**src/rtl/dfi_datapath_ctl.sv**
```systemverilog
// Fabric-side DFI data-path controller: delays per-phase read/write enables by
// run-time latencies into read-valid, DQ/DQS drive and postamble strobes.
module dfi_datapath_ctl #(
  parameter int unsigned NPHASES   = 2,
  parameter int unsigned MAX_RDLAT = 15,
  parameter int unsigned MAX_WRLAT = 7,
  parameter int unsigned RLW       = $clog2(MAX_RDLAT + 1),
  parameter int unsigned WLW       = $clog2(MAX_WRLAT + 1)
) (
  input  logic               sys_clk,
  input  logic               sys_rst,
  input  logic [RLW-1:0]     rdlat,
  input  logic [WLW-1:0]     wrlat,
  input  logic [NPHASES-1:0] dfi_rddata_en_p,
  input  logic [NPHASES-1:0] dfi_wrdata_en_p,
  input  logic               clr_err,
  output logic [NPHASES-1:0] dfi_rddata_valid_w,
  output logic [NPHASES-1:0] drive_dq,
  output logic               drive_dqs,
  output logic               dqs_postamble,
  output logic               busy,
  output logic               collision
);

  // Stage k holds an enable k+1 cycles old; the output register adds the last cycle.
  localparam int unsigned RD_DEPTH = (MAX_RDLAT > 1) ? MAX_RDLAT - 1 : 1;
  localparam int unsigned WR_DEPTH = (MAX_WRLAT > 1) ? MAX_WRLAT - 1 : 1;

  logic [RLW-1:0]     rdlat_eff;
  logic [WLW-1:0]     wrlat_eff;
  logic [NPHASES-1:0] rd_sr [RD_DEPTH];
  logic [NPHASES-1:0] wr_sr [WR_DEPTH];
  logic [NPHASES-1:0] rd_tap_c;
  logic [NPHASES-1:0] wr_tap_c;
  logic               rd_pend_c;
  logic               wr_pend_c;
  logic               post_next_c;
  logic               busy_next_c;
  logic               lat_load_c;

  function automatic logic [RLW-1:0] clamp_rd(input logic [RLW-1:0] v);
    if (v == '0)                          clamp_rd = RLW'(1);
    else if (int'(v) > int'(MAX_RDLAT))   clamp_rd = RLW'(MAX_RDLAT);
    else                                  clamp_rd = v;
  endfunction

  function automatic logic [WLW-1:0] clamp_wr(input logic [WLW-1:0] v);
    if (v == '0)                          clamp_wr = WLW'(1);
    else if (int'(v) > int'(MAX_WRLAT))   clamp_wr = WLW'(MAX_WRLAT);
    else                                  clamp_wr = v;
  endfunction

  // Latencies only move while nothing is in flight, so every enable sees a stable tap.
  assign lat_load_c = sys_rst | (~busy & ~(|dfi_rddata_en_p) & ~(|dfi_wrdata_en_p));

  always_ff @(posedge sys_clk) begin
    if (lat_load_c) begin
      rdlat_eff <= clamp_rd(rdlat);
      wrlat_eff <= clamp_wr(wrlat);
    end
  end

  // Tap selection and in-flight detection
  always_comb begin
    rd_tap_c  = '0;
    rd_pend_c = 1'b0;
    if (rdlat_eff == RLW'(1)) rd_tap_c = dfi_rddata_en_p;
    for (int k = 0; k < int'(RD_DEPTH); k++) begin
      if (k + 2 == int'(rdlat_eff)) rd_tap_c = rd_sr[k];
      rd_pend_c = rd_pend_c | (|rd_sr[k]);
    end
  end

  always_comb begin
    wr_tap_c  = '0;
    wr_pend_c = 1'b0;
    if (wrlat_eff == WLW'(1)) wr_tap_c = dfi_wrdata_en_p;
    for (int k = 0; k < int'(WR_DEPTH); k++) begin
      if (k + 2 == int'(wrlat_eff)) wr_tap_c = wr_sr[k];
      wr_pend_c = wr_pend_c | (|wr_sr[k]);
    end
  end

  assign post_next_c = (|drive_dq) & ~(|wr_tap_c);
  assign busy_next_c = (|dfi_rddata_en_p) | (|dfi_wrdata_en_p) | rd_pend_c | wr_pend_c | post_next_c;

  // Stages past the active tap are held at zero so a later latency increase
  // cannot pick up stale bits.
  always_ff @(posedge sys_clk) begin
    if (sys_rst) begin
      for (int k = 0; k < int'(RD_DEPTH); k++) rd_sr[k] <= '0;
    end else begin
      rd_sr[0] <= (int'(rdlat_eff) >= 2) ? dfi_rddata_en_p : '0;
      for (int k = 1; k < int'(RD_DEPTH); k++)
        rd_sr[k] <= (k + 2 <= int'(rdlat_eff)) ? rd_sr[k-1] : '0;
    end
  end

  always_ff @(posedge sys_clk) begin
    if (sys_rst) begin
      for (int k = 0; k < int'(WR_DEPTH); k++) wr_sr[k] <= '0;
    end else begin
      wr_sr[0] <= (int'(wrlat_eff) >= 2) ? dfi_wrdata_en_p : '0;
      for (int k = 1; k < int'(WR_DEPTH); k++)
        wr_sr[k] <= (k + 2 <= int'(wrlat_eff)) ? wr_sr[k-1] : '0;
    end
  end

  // Output registers; collision set beats clear
  always_ff @(posedge sys_clk) begin
    if (sys_rst) begin
      dfi_rddata_valid_w <= '0;
      drive_dq           <= '0;
      drive_dqs          <= 1'b0;
      dqs_postamble      <= 1'b0;
      busy               <= 1'b0;
      collision          <= 1'b0;
    end else begin
      dfi_rddata_valid_w <= rd_tap_c;
      drive_dq           <= wr_tap_c;
      drive_dqs          <= |wr_tap_c;
      dqs_postamble      <= post_next_c;
      busy               <= busy_next_c;
      collision          <= ((|dfi_rddata_valid_w) & (|drive_dq)) | (collision & ~clr_err);
    end
  end

endmodule

```
**config.mk**
```make
export PLATFORM = sky130hd
export DESIGN_NAME = dfi_datapath_ctl
export DESIGN_NICKNAME = d
export VERILOG_FILES = /design/src/rtl/dfi_datapath_ctl.sv
export SDC_FILE = /design/constraint.sdc
export NUM_CORES = 1
export LEC_CHECK = 0
export BUFFER_PORTS_ARGS = -buffer_cell sky130_fd_sc_hd__buf_4
export CORE_ASPECT_RATIO = 2
export CORE_MARGIN = 1
export CORE_UTILIZATION = 60
export DETAILED_ROUTE_END_ITERATION = 16
export GPL_ROUTABILITY_DRIVEN = 0
export PLACE_DENSITY = 0.91
export SLEW_MARGIN = 20
export SYNTH_ARGS = -nofsm -noshare
export SYNTH_HDL_FRONTEND = slang
export SYNTH_SLANG_ARGS = --single-unit
```
**constraint.sdc**
```tcl
create_clock -name sys_clk -period 2.7 [get_ports sys_clk]
set_input_delay 0.135 -clock sys_clk [delete_from_list [all_inputs] [get_ports sys_clk]]
set_output_delay 0.135 -clock sys_clk [all_outputs]
set_load 0.03 [all_outputs]
```
==> results.yml, run 1 <==
run_status:
  status: "complete, no violations"
die:
  row_count: 32
  die_w_um: 46.8
  coreArea_um2: 3840
  initial_core_util_pct: 62.6
  ioPinCount: 22
  die_h_um: 91.6
  dieArea_um2: 4290
final_layout:
  drive_gt1_share_pct: 17.8
  final_cell_mix: "dfxtp_1 (48), buf_4 (21), and2_1 (20), nor2_1 (19), nor4_1 (14)"
  finalNetCount: 266
  layout_commonest_cell: "dfxtp_1"
  fillers: 298
  area_growth_syn_to_layout_pct: 9.62
  design_area_um2: 2640
  multi_input_area_um2: 1060
  n_antenna_cell: 0
  final_cell_count_no_fill: 304
  seqCellArea_um2: 1170
critical_path:
  cp_max_fo: 21
  cp.required_ns: 2.89
  endpoint_kind: "flop"
  critical_path_class: "reg2reg"
  cp.arrival_ns: 2.29
  cp-start-kind: "flop"
sta:
  finalSetupViolCount: 0
  rsz0062_at_grt: "false"
  slew_headroom_pct: 49.8
  tns_ns: 0
  finalHoldViolations: 0
  fin_worst_skew_ns: 0.00755
  min_period_ns: 2.10
  fmax_mhz: 476
  finalMaxSlewViolations: 0
  worst_slew_pin_slew_ns: 0.753
  fin_crit_sh_pct: 77.8
routing:
  drt-total-wl_um: 5800
  drc: 0
  vias: 1929
  drtIter0Drc: 86
  ant_nets: 0
  vias_per_cell: 6.35
  routedWlPerCell_um: 19.1
  dr.pass1.iters: 4
clock_tree:
  holdBufCountCts: 6
  cts.repair.resized: 0
  root_buffer: "clkbuf_8"
  cts_sinks: 55
  cts_max_level: 2
  cts_buffer_depth: 2
  cts_tree: "built"
  post_cts.repair.setup_buffers: 0
  clk_pin_slew_ns: 0.10
  worstSkewPairLatency_ns: 0.32
  cts_buffers: 5
placement:
  hpwl_um: 3900
  port-buffer-count: 21
  place_area_um2: 2480
  dpl.cell_count: 290
power_and_ir_drop:
  p_leak_uw: 0.00105
  ir_worst_vdd_v: 0.000559
  total_power_uw: 1530
  powerDensity_nw_per_um2: 579
grt:
  grt_max_degree: 29
  grt_use_total_pct: 30.9
  gr-total-overflow: 0
  grt_pass1_wl_um: 9290
  first_global_vias: 1931
  antenna_found_initial: 0
yosys:
  ys_seq_area_share_pct: 48.6
  synth_cells: 235
  muxShareOfSynthArea_pct: 7.17
  synth_area_um2: 2410
  synth-compound-area-share_pct: 13.4
  async_reset_ff_share_pct: 0
  ys_types: 43
  synth_xor_area_share_pct: 0
  avgSynthCellArea_um2: 10.2
  yosys_warnings: 0
  synth-simple-area-share_pct: 23.4
  synth_seq_cells: 55
  syn_nets: 249
  synth_edf_count: 7
  synth_top_family_by_area: "simple AND/OR/NAND/NOR gates"
  synth_ff_type: "dfxtp_1"
  synth-adder-area-share_pct: 0
run:
  max-cap-violations: 0
hold_path:
  hp-class: "in2reg"
## worst paths after layout
check                                     endpoint                        from  slack, ns  depth (start not counted)
setup reg to reg  dfi_rddata_valid_w[0]$_SDFF_PP0_  rdlat_eff[0]$_SDFFCE_PN1P_       0.60                          5
hold reg to reg               collision$_SDFF_PP0_        collision$_SDFF_PP0_       0.49                          2
setup / recovery  dfi_rddata_valid_w[0]$_SDFF_PP0_  rdlat_eff[0]$_SDFFCE_PN1P_       0.60                          5
hold / removal              rd_sr[0][1]$_SDFF_PP0_          dfi_rddata_en_p[1]       0.05                          2
## through the flow
stage | utilization (%) | hold WS [ns] | setup WS [ns]
finish | 68.7 | 0.0485 | 0.600
CTS | 68.7 | 0.0330 | 0.635
global route | 68.7 | 0.0399 | 0.505
global placement | 64.6 | 0.323 | 0.721
floorplan | - | 0.239 | 1.20
detailed placement | 64.6 | 0.324 | 0.682
## kinds of logic after synthesis
group                  count (synthesis)
buffers and inverters                 25
AND/OR/NAND/NOR                       99
AO/OA/AOI/OAI                         43
multiplexers                          13
flip-flops                            55
## sequential cells by signal, indices dropped and copies added (netlist names)
signal and cells:
rd_sr 28, wr_sr 12, rdlat_eff 4, wrlat_eff 3, dfi_rddata_valid_w 2, drive_dq 2, busy 1, collision 1
dqs_postamble 1, drive_dqs 1
## synth_stat cells, types with 2 or more instances
cell type,instances,area share [%]
a211oi_1,5,1.6
a21oi_1,11,2.3
a221oi_1,2,0.73
a22oi_1,3,0.94
and2_1,20,5.2
and2b_1,2,0.62
and2b_2,2,0.73
and3_1,8,2.1
and4_1,2,0.73
buf_6,3,1.4
clkbuf_1,7,1.1
clkbuf_8,6,3.4
dfxtp_1,48,40
edfxtp_1,7,8.7
inv_1,8,1.2
mux2_2,4,1.9
mux2i_1,6,2.5
mux4_2,3,2.8
nand2_1,7,1.1
nand3_1,2,0.42
nand4_1,2,0.52
nor2_1,19,3.0
nor2b_1,4,1.0
nor3_1,7,1.5
nor3b_1,6,1.9
nor4_1,14,3.6
o21ai_0,6,1.2
o21bai_1,4,1.2
or2_2,3,0.78
## final cells by class
| type | count | area share [%] |
|---|---|---|
| clock buffer | 5 | 2.61 |
| clock inverter | 3 | 1.09 |
| inverter | 8 | 1.14 |
| multi-input combinational | 155 | 40.1 |
| sequential | 55 | 44.4 |
| tap | 51 | 2.42 |
| timing repair buffer | 27 | 8.25 |
## per-layer routing
| metal | GRT usage (%) | vias to the layer above | wire length, µm |
|---|---|---|---|
| met5 | 0 | - | 0 |
| met4 | 21.4 | 0 | 385 |
| met3 | 6.16 | 35 | 325 |
| met2 | 51.3 | 105 | 3130 |
| met1 | 32.1 | 896 | 1960 |
| li1 | - | 893 | - |
## where the power goes
part	leakage [µW]	switching, µW	total, µW	internal [µW]
logic	0.000543	82.3	154	71.5
clock network	0.0000502	290	483	193
registers	0.000458	40.7	890	849
total	0.00105	414	1530	1110
## critical path, cell delays in order (launching register included)
cell and delay, ns:
edfxtp_1 0.85, mux2_2 0.40, a221oi_1 0.31, a311oi_1 0.09, a211oi_1 0.23, a211oi_1 0.08
Note: power is estimated with default switching activity, not from simulation.
==> run 2, diff against run 1 <==
Settings changed: CORE_UTILIZATION 60 to 58, PLACE_DENSITY 0.91 to 0.89.
Clock period 2.7 ns to 2 ns, I/O delays scaled along.
==> run 2 against run 1 <==
Against the previous run:
- largest cell class unchanged
- worst setup slack lost 0.44 ns
- critical path depth is the same
- largest power group unchanged
- hold slack lost 0.036 ns
- combinational power grew 52%
- highest routed layer unchanged
==> results.yml, run 2 (synthesis gave the netlist of run 1 again) <==
die:
  ioPinCount: 22
  initial_core_util_pct: 61.4
  dieArea_um2: 4430
  die_w_um: 47.6
  die_h_um: 93.1
  row_count: 32
  coreArea_um2: 3920
routing:
  drc: 0
  drtIter0Drc: 93
  dr.pass1.iters: 4
  ant_nets: 0
  vias_per_cell: 6.26
  drt-total-wl_um: 5830
  routedWlPerCell_um: 18.8
  vias: 1948
clock_tree:
  cts_buffers: 5
  cts_tree: "built"
  post_cts.repair.setup_buffers: 0
  cts_sinks: 55
  root_buffer: "clkbuf_8"
  worstSkewPairLatency_ns: 0.32
  cts_max_level: 2
  cts_buffer_depth: 2
  clk_pin_slew_ns: 0.10
grt:
  antenna_found_initial: 0
  first_global_vias: 2017
  grt_pass1_wl_um: 9670
  gr-total-overflow: 0
  grt_use_total_pct: 31.3
  grt_max_degree: 29
final_layout:
  top_regs: "rd_sr x28, wr_sr x12, rdlat_eff x4"
  final_cell_mix: "dfxtp_1 (48), buf_4 (28), and2_1 (20), nor2_1 (19), nor4_1 (14)"
  area_growth_syn_to_layout_pct: 13.3
  largest_register_ffs: 28
  drive_gt1_share_pct: 19.6
  final_cell_count_no_fill: 311
  finalNetCount: 273
  layout_commonest_cell: "dfxtp_1"
  largest_register: "rd_sr"
  n_antenna_cell: 0
critical_path:
  endpoint_kind: "flop"
  reg2reg_to: "dfi_rddata_valid_w[1]$_SDFF_PP0_"
  reg2reg_slack_ns: 0.16
  cp-start-kind: "flop"
  cp.required_ns: 2.24
  cp.arrival_ns: 2.08
  critical_path_class: "reg2reg"
  reg2regPathDepth: 5
  timing.rr.start: "rdlat_eff[1]$_SDFFCE_PN0P_"
  cp_max_fo: 15
power_and_ir_drop:
  p_leak_uw: 0.00110
  powerDensity_nw_per_um2: 837
  clkPwrFrac_pct: 37.9
  internal_power_uw: 1750
  sequentialPowerShare_pct: 51.9
  p_switching_uw: 531
  total_power_uw: 2280
  p_comb_share_pct: 10.2
  switching_share_pct: 23.2
  ir_worst_vdd_v: 0.000877
hold_path:
  hp-start: "dfi_rddata_en_p[0]"
  hold_end: "rd_sr[0][0]$_SDFF_PP0_"
  holdPathStages: 2
  hp-class: "in2reg"
placement:
  pre_cts_ws_ns: 0.241
  dpl.cell_count: 297
  hpwl_um: 4260
  port-buffer-count: 21
sta:
  worst_slew_pin_slew_ns: 0.526
  min_period_ns: 1.84
  slew_headroom_pct: 64.9
  tns_ns: 0
  fin_crit_sh_pct: 91.8
  finalSetupViolCount: 0
  rsz0062_at_grt: "false"
  finalMaxSlewViolations: 0
  fmax_mhz: 544
  fin_ws_ns: 0.163
  fin_worst_skew_ns: 0.00746
  finalHoldViolations: 0
run_status:
  status: "complete, no violations"
run:
  max-cap-violations: 0
[run 2: worst max path at each step]
stage                               startpoint                          endpoint  slack (ns)  cells past startpoint
floorplan           rdlat_eff[0]$_SDFFCE_PN1P_  dfi_rddata_valid_w[1]$_SDFF_PP0_        0.50                      5
global placement    rdlat_eff[1]$_SDFFCE_PN0P_  dfi_rddata_valid_w[1]$_SDFF_PP0_        0.29                      5
detailed placement  rdlat_eff[0]$_SDFFCE_PN1P_  dfi_rddata_valid_w[0]$_SDFF_PP0_        0.24                      4
CTS                 rdlat_eff[1]$_SDFFCE_PN0P_  dfi_rddata_valid_w[1]$_SDFF_PP0_        0.20                      5
global route        rdlat_eff[0]$_SDFFCE_PN1P_  dfi_rddata_valid_w[0]$_SDFF_PP0_        0.13                      6
finish              rdlat_eff[1]$_SDFFCE_PN0P_  dfi_rddata_valid_w[1]$_SDFF_PP0_        0.16                      5
[run 2: worst max-delay path, cell delays in order (launching register included)]
cell and delay [ns]:
edfxtp_1 0.63, buf_4 0.27, o21ai_0 0.32, o221ai_2 0.15
a21o_1 0.18, a211oi_2 0.20
[run 2: cell type report]
type	instances	area (µm²)
clock inverter	2	60.1
multi-input combinational	155	1060
timing repair buffer	34	270
clock buffer	6	72.6
fill	302	1200
sequential	55	1170
tap	51	63.8
inverter	8	30.0
[run 2: power groups by stage]
stage	Combinational (µW)	Sequential, µW	Clock, µW
2_1_floorplan	157	1210	0
3_3_place_gp	214	1210	0
3_5_place_dp	218	1210	0
4_1_cts	230	1180	860
5_1_grt	252	1190	899
6_report	234	1180	866
[run 2: through the flow]
stage               instance area, µm²  hold WS, ns  util [%]
finish                            2730       0.0121      69.5
global route                      2730       0.0229      69.5
CTS                               2730       0.0137      69.5
detailed placement                2530        0.290      64.6
global placement                  2530        0.288      64.6
floorplan                         2410        0.204         -
[run 2: routing by layer]
layer | vias up | global-route usage [%] | share of wire, %
met3 | 34 | 5.98 | 4.5
met4 | 0 | 18.3 | 6.8
met5 | - | 0 | 0
met1 | 928 | 31.3 | 33
met2 | 94 | 54.9 | 56
li1 | 892 | - | -
[run 2: what timing repair did]
action / CTS / global route
endpoints found under the hold margin: 6 / 0
resized for setup: 0 / 0
hold buffers: 6 / 0
